### config.mk
export PLATFORM = sky130hd
export DESIGN_NAME = iomem_timer
export DESIGN_NICKNAME = d
export VERILOG_FILES = /design/src/rtl/iomem_timer.sv
export SDC_FILE = /design/constraint.sdc
export NUM_CORES = 1
export LEC_CHECK = 0
export BUFFER_PORTS_ARGS = -buffer_cell sky130_fd_sc_hd__buf_2
export CORE_UTILIZATION = 45
export DETAILED_ROUTE_END_ITERATION = 7
export PLACE_DENSITY = 0.66
export SLEW_MARGIN = 0
export SYNTH_ARGS = -nofsm -noshare
export SYNTH_HDL_FRONTEND = slang
export SYNTH_SLANG_ARGS = --single-unit
### constraint.sdc
create_clock -name clk -period 2.7 [get_ports clk]
set_clock_uncertainty 0.1 [all_clocks]
set_input_delay 0 -clock clk [delete_from_list [all_inputs] [get_ports clk]]
set_output_delay 0 -clock clk [all_outputs]
set_load 0.01 [all_outputs]
### src/rtl/iomem_timer.sv
// Memory-mapped 32-bit timer responding on the SoC iomem bus: CTRL/COUNT/COMPARE/STATUS
// registers, one-wait-state ready handshake and a registered level interrupt.
module iomem_timer #(
  parameter logic [31:0] BASE_ADDR = 32'h0300_0000
) (
  input  logic        clk,
  input  logic        resetn,
  input  logic        iomem_valid,
  output logic        iomem_ready,
  input  logic [3:0]  iomem_wstrb,
  input  logic [31:0] iomem_addr,
  input  logic [31:0] iomem_wdata,
  output logic [31:0] iomem_rdata,
  output logic        irq
);

  // Handshake: a request is accepted when iomem_valid && sel && !iomem_ready.
  // iomem_ready pulses for exactly one cycle after the accepting edge; the
  // !iomem_ready guard stops a second accept while the initiator still holds
  // valid during that ready cycle. rdata is nonzero only while ready is high.

  localparam logic [31:0] CTRL_MASK = 32'hFFFF_0007;

  logic [31:0] ctrl_q;
  logic [31:0] count_q;
  logic [31:0] compare_q;
  logic [1:0]  status_q;
  logic [15:0] pre_cnt_q;

  logic        sel;
  logic        accept;
  logic        is_write;
  logic [5:0]  word;
  logic        wr_ctrl;
  logic        wr_count;
  logic        wr_compare;
  logic        wr_status;
  logic [31:0] wmask;

  logic        en;
  logic        autoreload;
  logic        irqen;
  logic [15:0] prescale;
  logic        tick;
  logic        cmp_hit;
  logic        match_set;
  logic        ovf_set;

  logic [31:0] count_tick;
  logic [31:0] count_next;
  logic [31:0] compare_next;
  logic [31:0] ctrl_next;
  logic [1:0]  status_clr;
  logic [1:0]  status_next;
  logic [15:0] pre_cnt_next;
  logic [31:0] rd_mux;

  logic        unused_addr_lsbs;

  assign sel      = (iomem_addr[31:8] == BASE_ADDR[31:8]);
  assign accept   = iomem_valid && sel && !iomem_ready;
  assign is_write = |iomem_wstrb;
  assign word     = iomem_addr[7:2];

  assign wr_ctrl    = accept && is_write && (word == 6'd0);
  assign wr_count   = accept && is_write && (word == 6'd1);
  assign wr_compare = accept && is_write && (word == 6'd2);
  assign wr_status  = accept && is_write && (word == 6'd3);

  assign wmask = {{8{iomem_wstrb[3]}}, {8{iomem_wstrb[2]}},
                  {8{iomem_wstrb[1]}}, {8{iomem_wstrb[0]}}};

  assign unused_addr_lsbs = ^iomem_addr[1:0];

  assign en         = ctrl_q[0];
  assign autoreload = ctrl_q[1];
  assign irqen      = ctrl_q[2];
  assign prescale   = ctrl_q[31:16];

  assign tick    = en && (pre_cnt_q == prescale);
  assign cmp_hit = (count_q == compare_q);

  // Tick update of COUNT; the overflow flag only fires on a real increment.
  always_comb begin
    count_tick = count_q;
    match_set  = 1'b0;
    ovf_set    = 1'b0;
    if (tick) begin
      match_set = cmp_hit;
      if (cmp_hit && autoreload) begin
        count_tick = 32'h0;
      end else begin
        count_tick = count_q + 32'd1;
        ovf_set    = &count_q;
      end
    end
  end

  // Bus writes overlay the tick-updated value byte by byte.
  always_comb begin
    count_next   = count_tick;
    compare_next = compare_q;
    ctrl_next    = ctrl_q;
    status_clr   = 2'b00;
    if (wr_count) begin
      count_next = (iomem_wdata & wmask) | (count_tick & ~wmask);
    end
    if (wr_compare) begin
      compare_next = (iomem_wdata & wmask) | (compare_q & ~wmask);
    end
    if (wr_ctrl) begin
      ctrl_next = ((iomem_wdata & wmask) | (ctrl_q & ~wmask)) & CTRL_MASK;
    end
    if (wr_status && iomem_wstrb[0]) begin
      status_clr = iomem_wdata[1:0];
    end
    // A new event on the clearing edge keeps its flag set.
    status_next = (status_q & ~status_clr) | {ovf_set, match_set};
  end

  always_comb begin
    pre_cnt_next = pre_cnt_q + 16'd1;
    if (wr_ctrl || !en || tick) begin
      pre_cnt_next = 16'h0;
    end
  end

  always_comb begin
    rd_mux = 32'h0;
    case (word)
      6'd0:    rd_mux = ctrl_q;
      6'd1:    rd_mux = count_q;
      6'd2:    rd_mux = compare_q;
      6'd3:    rd_mux = {30'h0, status_q};
      default: rd_mux = 32'h0;
    endcase
  end

  always_ff @(posedge clk) begin
    if (!resetn) begin
      ctrl_q      <= 32'h0;
      count_q     <= 32'h0;
      compare_q   <= 32'h0;
      status_q    <= 2'b00;
      pre_cnt_q   <= 16'h0;
      iomem_ready <= 1'b0;
      iomem_rdata <= 32'h0;
      irq         <= 1'b0;
    end else begin
      ctrl_q      <= ctrl_next;
      count_q     <= count_next;
      compare_q   <= compare_next;
      status_q    <= status_next;
      pre_cnt_q   <= pre_cnt_next;
      iomem_ready <= accept;
      iomem_rdata <= accept ? rd_mux : 32'h0;
      irq         <= irqen && (|status_q);
    end
  end

endmodule

==> out/qor.yml, run 1 <==
ant_nets: 0
p_comb_share_pct: 4.1
power.share.clock_pct: 53.0
rows: 44
start_util_pct: 46.1
post_cts_buffers: 0
async_flop_share_pct: 0
ys.flop_type: "dfxtp_1"
wl_per_cell_um: 17.0
cts_root_buffer: "clkbuf_16"
synth_seq_cells: 135
overflow: 0
grt_pass1_vias: 5796
rsz0062_at_grt: "no"
htree_levels: 4
clock_latency_ns: 0.43
min_period_ns: 2.43
cts_tree: "yes"
synth_edf_count: 0
layout_setup_ws_ns: 0.274
synth_top_area_share_pct: 40.3
grt_max_degree: 41
die_h_um: 124
hold_buffers: 34
gp_congestion: 0.961
clkTransAtPathRegs_ns: 0.06
swShare_pct: 21.0
power_frac_seq_pct: 43.0
hold_violations: 0
ir_worst_vdd_v: 0.000434
min_path_type: "in2reg"
die_area_um2: 15400
areaGrowthSynthToFinish_pct: 25.2
place_hpwl_um: 13300
io_pins: 105
syn_avg_cell_area_um2: 9.03
synth_most_common_cell: "dfxtp_1"
critPathMaxFanout: 8
p_leak_nw: 3.23
grt_pass1_wl_um: 29500
routed_wl_um: 18200
critPathLaunchType: "flop"
switchingPower_uw: 972
cp.arrival_ns: 2.62
viasPerCell: 5.51
ys_top_cells_by_area: "dfxtp_1 (40%), mux2i_1 (10%), xnor2_1 (8.6%)"
yosys.area.top_type: "dfxtp_1"
vias: 5887
required_ns: 2.90
synth_commonest_cells: "dfxtp_1 (135), nor2_1 (74), mux2i_1 (68)"
hold_slack_ns: 0.0339
max_cap_violations: 0
drt_iter0_markers: 471
p_int_mw: 3.66
synthCells: 742
ys_seq_area_share_pct: 40.3
powerDensity_nw_per_um2: 552
slew_viol_final: 0
crit_type: "reg2reg"
worst_slew_pin_slew_ns: 0.597
grt_antenna_before_repair: 0
cts_resized: 0
cts_sinks: 135
tns_ns: 0
portBuffers: 102
pre_cts_slack_ns: 0.320
drive_above_1_share_pct: 20.8
syn-num-nets: 815
timing.fmax_mhz: 412
slew_headroom_pct: 60.2
antenna_cells: 0
total_power_mw: 4.64
timing.final.crit_share_pct: 89.9
setup_violations: 0
yosysUniqueCellTypes: 46
route.detailed.drc: 0
cts_buffer_depth: 2
dp.cells: 1003
status: "complete, no violations"
worstSetupEndpointType: "flop"
ys_warn_count: 0
core-area_um2: 14500
dr.pass1.iters: 5
die_w_um: 124
cts_buffers: 17
netlist_area_um2: 6700
nets: 945
stdcell_count: 1069
grt_usage_pct: 25.4
==> worst paths after layout <==
path	cells past startpoint	slack, ns	from	to
worst max-delay path	7	0.27	count_q[12]$_SDFF_PN0_	count_q[16]$_SDFF_PN0_
worst min-delay path	3	0.03	resetn	count_q[0]$_SDFF_PN0_
worst max register to register	7	0.27	count_q[12]$_SDFF_PN0_	count_q[16]$_SDFF_PN0_
worst min register to register	1	0.39	flop	irq$_SDFF_PN0_
==> power groups by stage <==
stage          logic, mW  clock network, mW  registers [mW]
5_1_grt            0.203               2.57            1.99
4_1_cts            0.187               2.49            1.99
2_1_floorplan     0.0599                  0            2.04
6_report           0.189               2.46            1.99
3_5_place_dp       0.149                  0            2.04
3_3_place_gp       0.147                  0            2.04
==> per-stage QoR <==
stage / utilization [%] / cell area, um^2
global placement: 51.0 / 7410
global route: 57.7 / 8390
floorplan: - / 6700
CTS: 57.7 / 8390
detailed placement: 51.0 / 7410
finish: 57.7 / 8390
==> layout make-up <==
type | instances | area [um^2]
Sequential cell | 135 | 2700
Timing Repair Buffer | 161 | 1040
Clock inverter | 10 | 143
Multi-Input combinational cell | 552 | 3760
Tap cell | 184 | 230
Fill cell | 1319 | 6140
Inverter | 5 | 18.8
Clock buffer | 22 | 494
==> layout by cell type, fill, tap and decap left out, types with 18 or more instances in the layout <==
master	synthesis	routed
nand3_1	33	33
nor2b_1	54	54
dfxtp_1	135	135
nor2_1	74	74
o21ai_1	23	23
xnor2_1	66	66
buf_4	2	25
buf_2	17	102
mux2i_1	68	68
nand4_1	27	27
dlygate4sd3_1	0	34
a21oi_1	18	18
nand2_1	46	46
nor3_1	19	19
xor2_1	26	26
==> metal layers <==
layer  track usage, %  share of wire [%]
met5                0                  0
met4             11.5                2.9
met3             6.14                5.6
met2             40.5                 46
met1             32.4                 46
==> worst max-delay path, stage by stage, from the launching register on <==
cell	delay, ns
dfxtp_1	0.46
xnor2_1	0.21
nand4_1	0.18
nor4_1	0.29
buf_4	0.16
nand3_1	0.27
o211ai_2	0.49
o21ai_1	0.14
==> kinds of logic after synthesis <==
kind of cell	synth area share (%)
buffers and inverters	3.51
and+or+nand+nor	26.1
muxes	10.8
adders and majority gates	0.373
xor gates and xnor gates	12.0
DFF	40.3
AOI/OAI and AO/OA	6.83
(Power assumes the default switching activity.)
==> inputs of run 2 (changes only) <==
Settings changed: CORE_UTILIZATION 45 to 30, PLACE_DENSITY 0.66 to unset.
==> out/qor.yml, run 2 (synthesis gave the netlist of run 1 again) <==
die_w_um: 151  # +22%
power.share.clock_pct: 53.8  # +0.8 points
critical_path.top_delay_family: "simple AND/OR/NAND/NOR gates"
die_h_um: 151  # +22%
critPathLaunchType: "flop"
antenna_cells: 0  # unchanged
max_cap_violations: 0  # unchanged
cts_buffers: 17  # unchanged
tns_ns: 0  # unchanged
place_hpwl_um: 14100  # +6.2%
status: "complete, no violations"
dr.pass1.iters: 4  # -1
worstSetupEndpointType: "flop"
power_frac_seq_pct: 42.2  # -0.8 points
gp_congestion: 0.898  # -6.5%
r2r-end: "count_q[14]$_SDFF_PN0_"
route.detailed.drc: 0  # unchanged
path_cells: "xnor2_1 -> nand4_1 -> nor4_1 -> nand3_1 -> buf_4 -> o211ai_2 -> o21ai_1"
required_ns: 2.89  # about the same
clkTransAtPathRegs_ns: 0.06  # about the same
hold_slack_ns: 0.0357  # +0.00181 ns
powerDensity_nw_per_um2: 554  # +0.32%
rows: 54  # +23%
layout_common_cells: "dfxtp_1 (135), buf_2 (102), nor2_1 (74)"
die_area_um2: 22900  # +49%
crit_type: "reg2reg"
drt_iter0_markers: 338  # -28%
clock_latency_ns: 0.42  # about the same
crit_end: "count_q[14]$_SDFF_PN0_"
min_period_ns: 2.46  # +0.0336 ns
worst_slew_pin_slew_ns: 0.832  # +0.236 ns
grt_max_degree: 47  # +15%
critPathMaxFanout: 8  # unchanged
setup_violations: 0  # unchanged
grt_antenna_before_repair: 0  # unchanged
slew_headroom_pct: 44.5  # -16 points
reg2reg_slack_ns: 0.24  # -0.03 ns
final_util_pct: 38.9  # -19 points
cpMaxStageDelayCell: "dfxtp_1"
total_power_mw: 4.72  # +1.8%
nets: 945  # unchanged
final_common_cell: "dfxtp_1"
viasPerCell: 4.90  # -11%
cts_root_buffer: "clkbuf_16"
timing.fmax_mhz: 407  # -1.4%
worst-path-buf-inv: 1  # unchanged
grt_pass1_vias: 5560  # -4.1%
portBuffers: 102  # unchanged
grt_usage_pct: 17.4  # -8.0 points
cp-startpoint: "count_q[20]$_SDFF_PN0_"
vias: 5700  # -3.2%
wl_per_cell_um: 16.5  # -3.4%
cts_tree: "yes"
cp_slowest_stage_delay_ns: 0.48  # about the same
drive_above_1_share_pct: 20.7  # -0.090 points
cts_sinks: 135  # unchanged
rsz0062_at_grt: "no"
p_comb_share_pct: 4.0  # about the same
swShare_pct: 21.5  # +0.51 points
r2r_start: "count_q[20]$_SDFF_PN0_"
grt_pass1_wl_um: 30400  # +3.0%
htree_levels: 4  # unchanged
ant_nets: 0  # unchanged
switchingPower_mw: 1.01  # +4.2%
cts_buffer_depth: 2  # unchanged
timing.final.crit_share_pct: 91.1  # +1.2 points
hold_violations: 0  # unchanged
p_int_mw: 3.70  # +1.1%
cp.arrival_ns: 2.65  # +0.03 ns
routed_wl_um: 19200  # +5.2%
p_leak_nw: 3.23  # about the same
start_util_pct: 30.6  # -15 points
fillCellCount: 2255  # +71%
overflow: 0  # unchanged
min_path_type: "in2reg"
ir_worst_vdd_v: 0.000387  # -11%
reg2reg_depth: 7  # unchanged
cp.depth: 7  # unchanged
slew_viol_final: 0  # unchanged
core-area_um2: 21900  # +51%
areaGrowthSynthToFinish_pct: 27.0
io_pins: 105  # unchanged
-- run 2: cell types whose count changed in the layout (fill, tap and decap cells not counted), sizes merged --
cell,change
clkbuf,-2
clkinvlp,-1
inv,+2
bufinv,+1
clkinv,-1
-- run 2: metrics by stage --
step / std cells / worst slack, ns / area, um^2
2_1_floorplan: 742 / 0.643 / 6700
3_3_place_gp: 1099 / 0.336 / 7530
3_5_place_dp: 1099 / 0.302 / 7530
4_1_cts: 1164 / 0.280 / 8510
5_1_grt: 1164 / 0.101 / 8510
6_report: 1164 / 0.240 / 8510
-- run 2: worst min-delay path, cell delays in order --
cell,delay [ns]
buf_2,0.07
nor2_1,0.03
nand4_1,0.12
nor3_4,0.10
and3_1,0.18
-- run 2: how the worst min path moves through the flow --
| stage | start | to | cells past startpoint |
|---|---|---|---|
| after floorplan | iomem_wdata[30] | count_q[30]$_SDFF_PN0_ | 2 |
| after global placement | iomem_wdata[11] | count_q[11]$_SDFF_PN0_ | 3 |
| final | iomem_addr[18] | iomem_rdata[1]$_SDFF_PN0_ | 5 |
| after CTS | iomem_wstrb[1] | count_q[12]$_SDFF_PN0_ | 4 |
| after global routing | iomem_wstrb[1] | count_q[9]$_SDFF_PN0_ | 4 |
| after detailed placement | iomem_wdata[11] | count_q[11]$_SDFF_PN0_ | 3 |
-- run 2: final cells by class --
class | instances | area, um^2 | area share (%)
Multi-Input combinational cell | 552 | 3760 | 44.2
Sequential cell | 135 | 2700 | 31.8
Timing Repair Buffer | 161 | 1040 | 12.2
Clock buffer | 20 | 467 | 5.48
Tap cell | 280 | 350 | 4.12
Clock inverter | 11 | 170 | 2.00
Inverter | 5 | 18.8 | 0.220
-- run 2: layer usage --
layer | share of wire [%] | routed length, um | vias up | global-route usage, %
met1 | 49 | 9370 | 2675 | 23.2
met3 | 4.0 | 772 | 23 | 2.96
met2 | 46 | 8730 | 165 | 28.2
met5 | 0 | 0 | - | 0
met4 | 1.6 | 306 | 0 | 6.35
li1 | - | - | 2837 | -
-- run 2: power groups by stage --
stage	registers, mW	logic, mW	clock network [mW]
2_1_floorplan	2.04	0.0599	0
3_3_place_gp	2.04	0.150	0
3_5_place_dp	2.04	0.150	0
4_1_cts	1.99	0.190	2.57
5_1_grt	1.99	0.204	2.66
6_report	1.99	0.189	2.54
-- run 2: repair_timing --
item / 4_1_cts / 5_1_grt
resized for setup: 0 / 0
hold buffers: 34 / 0
hold endpoints to repair: 85 / 0
setup buffers: 0 / 0
==> inputs of run 3 (changes only) <==
--- a/config.mk
+++ b/config.mk
@@ -8,4 +8,5 @@
 export BUFFER_PORTS_ARGS = -buffer_cell sky130_fd_sc_hd__buf_2
 export CORE_UTILIZATION = 30
+export CTS_BUF_LIST = sky130_fd_sc_hd__clkbuf_4 sky130_fd_sc_hd__clkbuf_8
 export DETAILED_ROUTE_END_ITERATION = 7
 export SLEW_MARGIN = 0
==> constraint.sdc (replaced) <==
create_clock -name clk -period 2.7 [get_ports clk]
set_clock_uncertainty 0.1 [all_clocks]
set_input_delay 0.27 -clock clk [delete_from_list [all_inputs] [get_ports clk]]
set_output_delay 0.27 -clock clk [all_outputs]
set_load 0.005 [all_outputs]
==> out/qor.yml, run 3 (synthesis gave the netlist of run 1 again) <==
postPlaceCellArea_um2: 7650  # +1.5%
grt_usage_pct: 17.3  # -0.089 points
rows: 54  # unchanged
drt_iter0_markers: 310  # -8.3%
grt_antenna_before_repair: 0  # unchanged
final_common_cell: "dfxtp_1"
min_path_type: "in2reg"
route.detailed.drc: 0  # unchanged
vias: 5728  # +0.49%
max_cap_violations: 0  # unchanged
slew_viol_final: 0  # unchanged
dr.pass1.iters: 5  # +1
layout_setup_ws_ns: 0.333  # +0.0924 ns
min_period_ns: 2.37  # -0.0924 ns
wl_per_cell_um: 16.0  # -2.6%
portBuffers: 102  # unchanged
grt_pass1_wl_um: 29900  # -1.6%
cts_buffer_depth: 2  # unchanged
overflow: 0  # unchanged
p_leak_nw: 3.20  # -1.0%
htree_levels: 4  # unchanged
required_ns: 2.93  # +0.04 ns
cts_buffers: 17  # unchanged
cp.arrival_ns: 2.60  # -0.05 ns
timing.final.crit_share_pct: 87.7  # -3.4 points
worst_slew_pin_slew_ns: 0.669  # -0.163 ns
cts_root_buffer: "clkbuf_8"
layout_common_cells: "dfxtp_1 (135), buf_2 (102), nor2_1 (74)"
place_hpwl_um: 14100  # +0.24%
grt_max_degree: 36  # -23%
critPathLaunchType: "flop"
timing.fmax_mhz: 422  # +3.9%
start_util_pct: 30.6  # unchanged
clock_latency_ns: 0.46  # +0.04 ns
drive_above_1_share_pct: 22.2  # +1.5 points
status: "complete, no violations"
routed_wl_um: 18900  # -1.6%
ant_nets: 0  # unchanged
viasPerCell: 4.87  # -0.53%
crit_type: "reg2reg"
die_w_um: 151  # unchanged
antenna_cells: 0  # unchanged
critPathMaxFanout: 6  # -2
worstSetupEndpointType: "flop"
cts_tree: "yes"
setup_violations: 0  # unchanged
cts_sinks: 135  # unchanged
clkTransAtPathRegs_ns: 0.09  # +0.03 ns
ir_worst_vdd_v: 0.000288  # -26%
die_h_um: 151  # unchanged
core-area_um2: 21900  # unchanged
io_pins: 105  # unchanged
cts_resized: 0  # unchanged
grt_pass1_vias: 5547  # -0.23%
hold_violations: 0  # unchanged
nets: 956  # +1.2%
gp_congestion: 0.860  # -4.3%
slew_headroom_pct: 55.4  # +11 points
fillCellCount: 2266  # +0.49%
powerDensity_nw_per_um2: 479  # -14%
hold_slack_ns: 0.0450  # +0.00928 ns
rsz0062_at_grt: "no"
areaGrowthSynthToFinish_pct: 24.9
die_area_um2: 22900  # unchanged
pre_cts_slack_ns: 0.121  # -0.181 ns
finish.instance_area_um2: 8370  # -1.6%
tns_ns: 0  # unchanged
run 3: cell count changes in the layout (fill, tap and decap cells not counted), sizes merged:
cell and change:
buf +15, dlygate4sd3 -4, inv +4, clkbuf -3
clkinv +2, bufinv -1, clkinvlp -1
run 3: metrics by stage:
stage          total power [mW]  utilization, %  std cells
3_5_place_dp               2.19            34.9       1114
6_report                   4.01            38.2       1176
4_1_cts                    4.07            38.2       1176
3_3_place_gp               2.19            34.9       1114
5_1_grt                    4.18            38.2       1176
2_1_floorplan              2.10               -        742
run 3: worst paths after layout:
path                                 from                 endpoint  slack, ns  cells past startpoint
setup / recovery    count_q[5]$_SDFF_PN0_    count_q[5]$_SDFF_PN0_       0.33                      7
hold reg to reg   pre_cnt_q[0]$_SDFF_PP0_  pre_cnt_q[0]$_SDFF_PP0_       0.39                      1
hold / removal             iomem_wdata[0]                     flop       0.04                      3
setup reg to reg    count_q[5]$_SDFF_PN0_    count_q[5]$_SDFF_PN0_       0.33                      7
run 3: report_power, final:
group	total, mW	internal [mW]	switching (mW)	leakage, nW
logic	0.192	0.0967	0.0948	1.90
registers	1.99	1.99	0.000000000822	1.09
clock network	1.83	0.935	0.898	0.210
run 3: timing repair:
item,4_1_cts,5_1_grt
endpoints found under the setup margin,0,0
hold buffers,30,0
setup buffers,0,0
endpoints found under the hold margin,72,0
run 3: cell type report:
class	instances	area (um^2)	area share, %
timing repair buffer	172	1110	13.3
multi-input combinational	552	3760	45.0
clock buffer	17	234	2.79
sequential	135	2700	32.3
inverter	5	18.8	0.224
clock inverter	15	191	2.29
tap	280	350	4.18
run 3: critical path: stages, from the launching register on:
cell      delay, ns
dfxtp_1        0.37
xnor2_1        0.32
nand4_1        0.16
nor4_1         0.43
nand3_1        0.19
buf_4          0.20
o211ai_2       0.31
o22ai_1        0.15
run 3: metal layers:
metal  GRT usage (%)  vias to the layer above  wire length, um
li1                -                     2861                -
met1            23.3                     2642             9140
met2            26.9                      195             8340
met3            3.56                       30              965
met4            7.05                        0              420
met5               0                        -                0
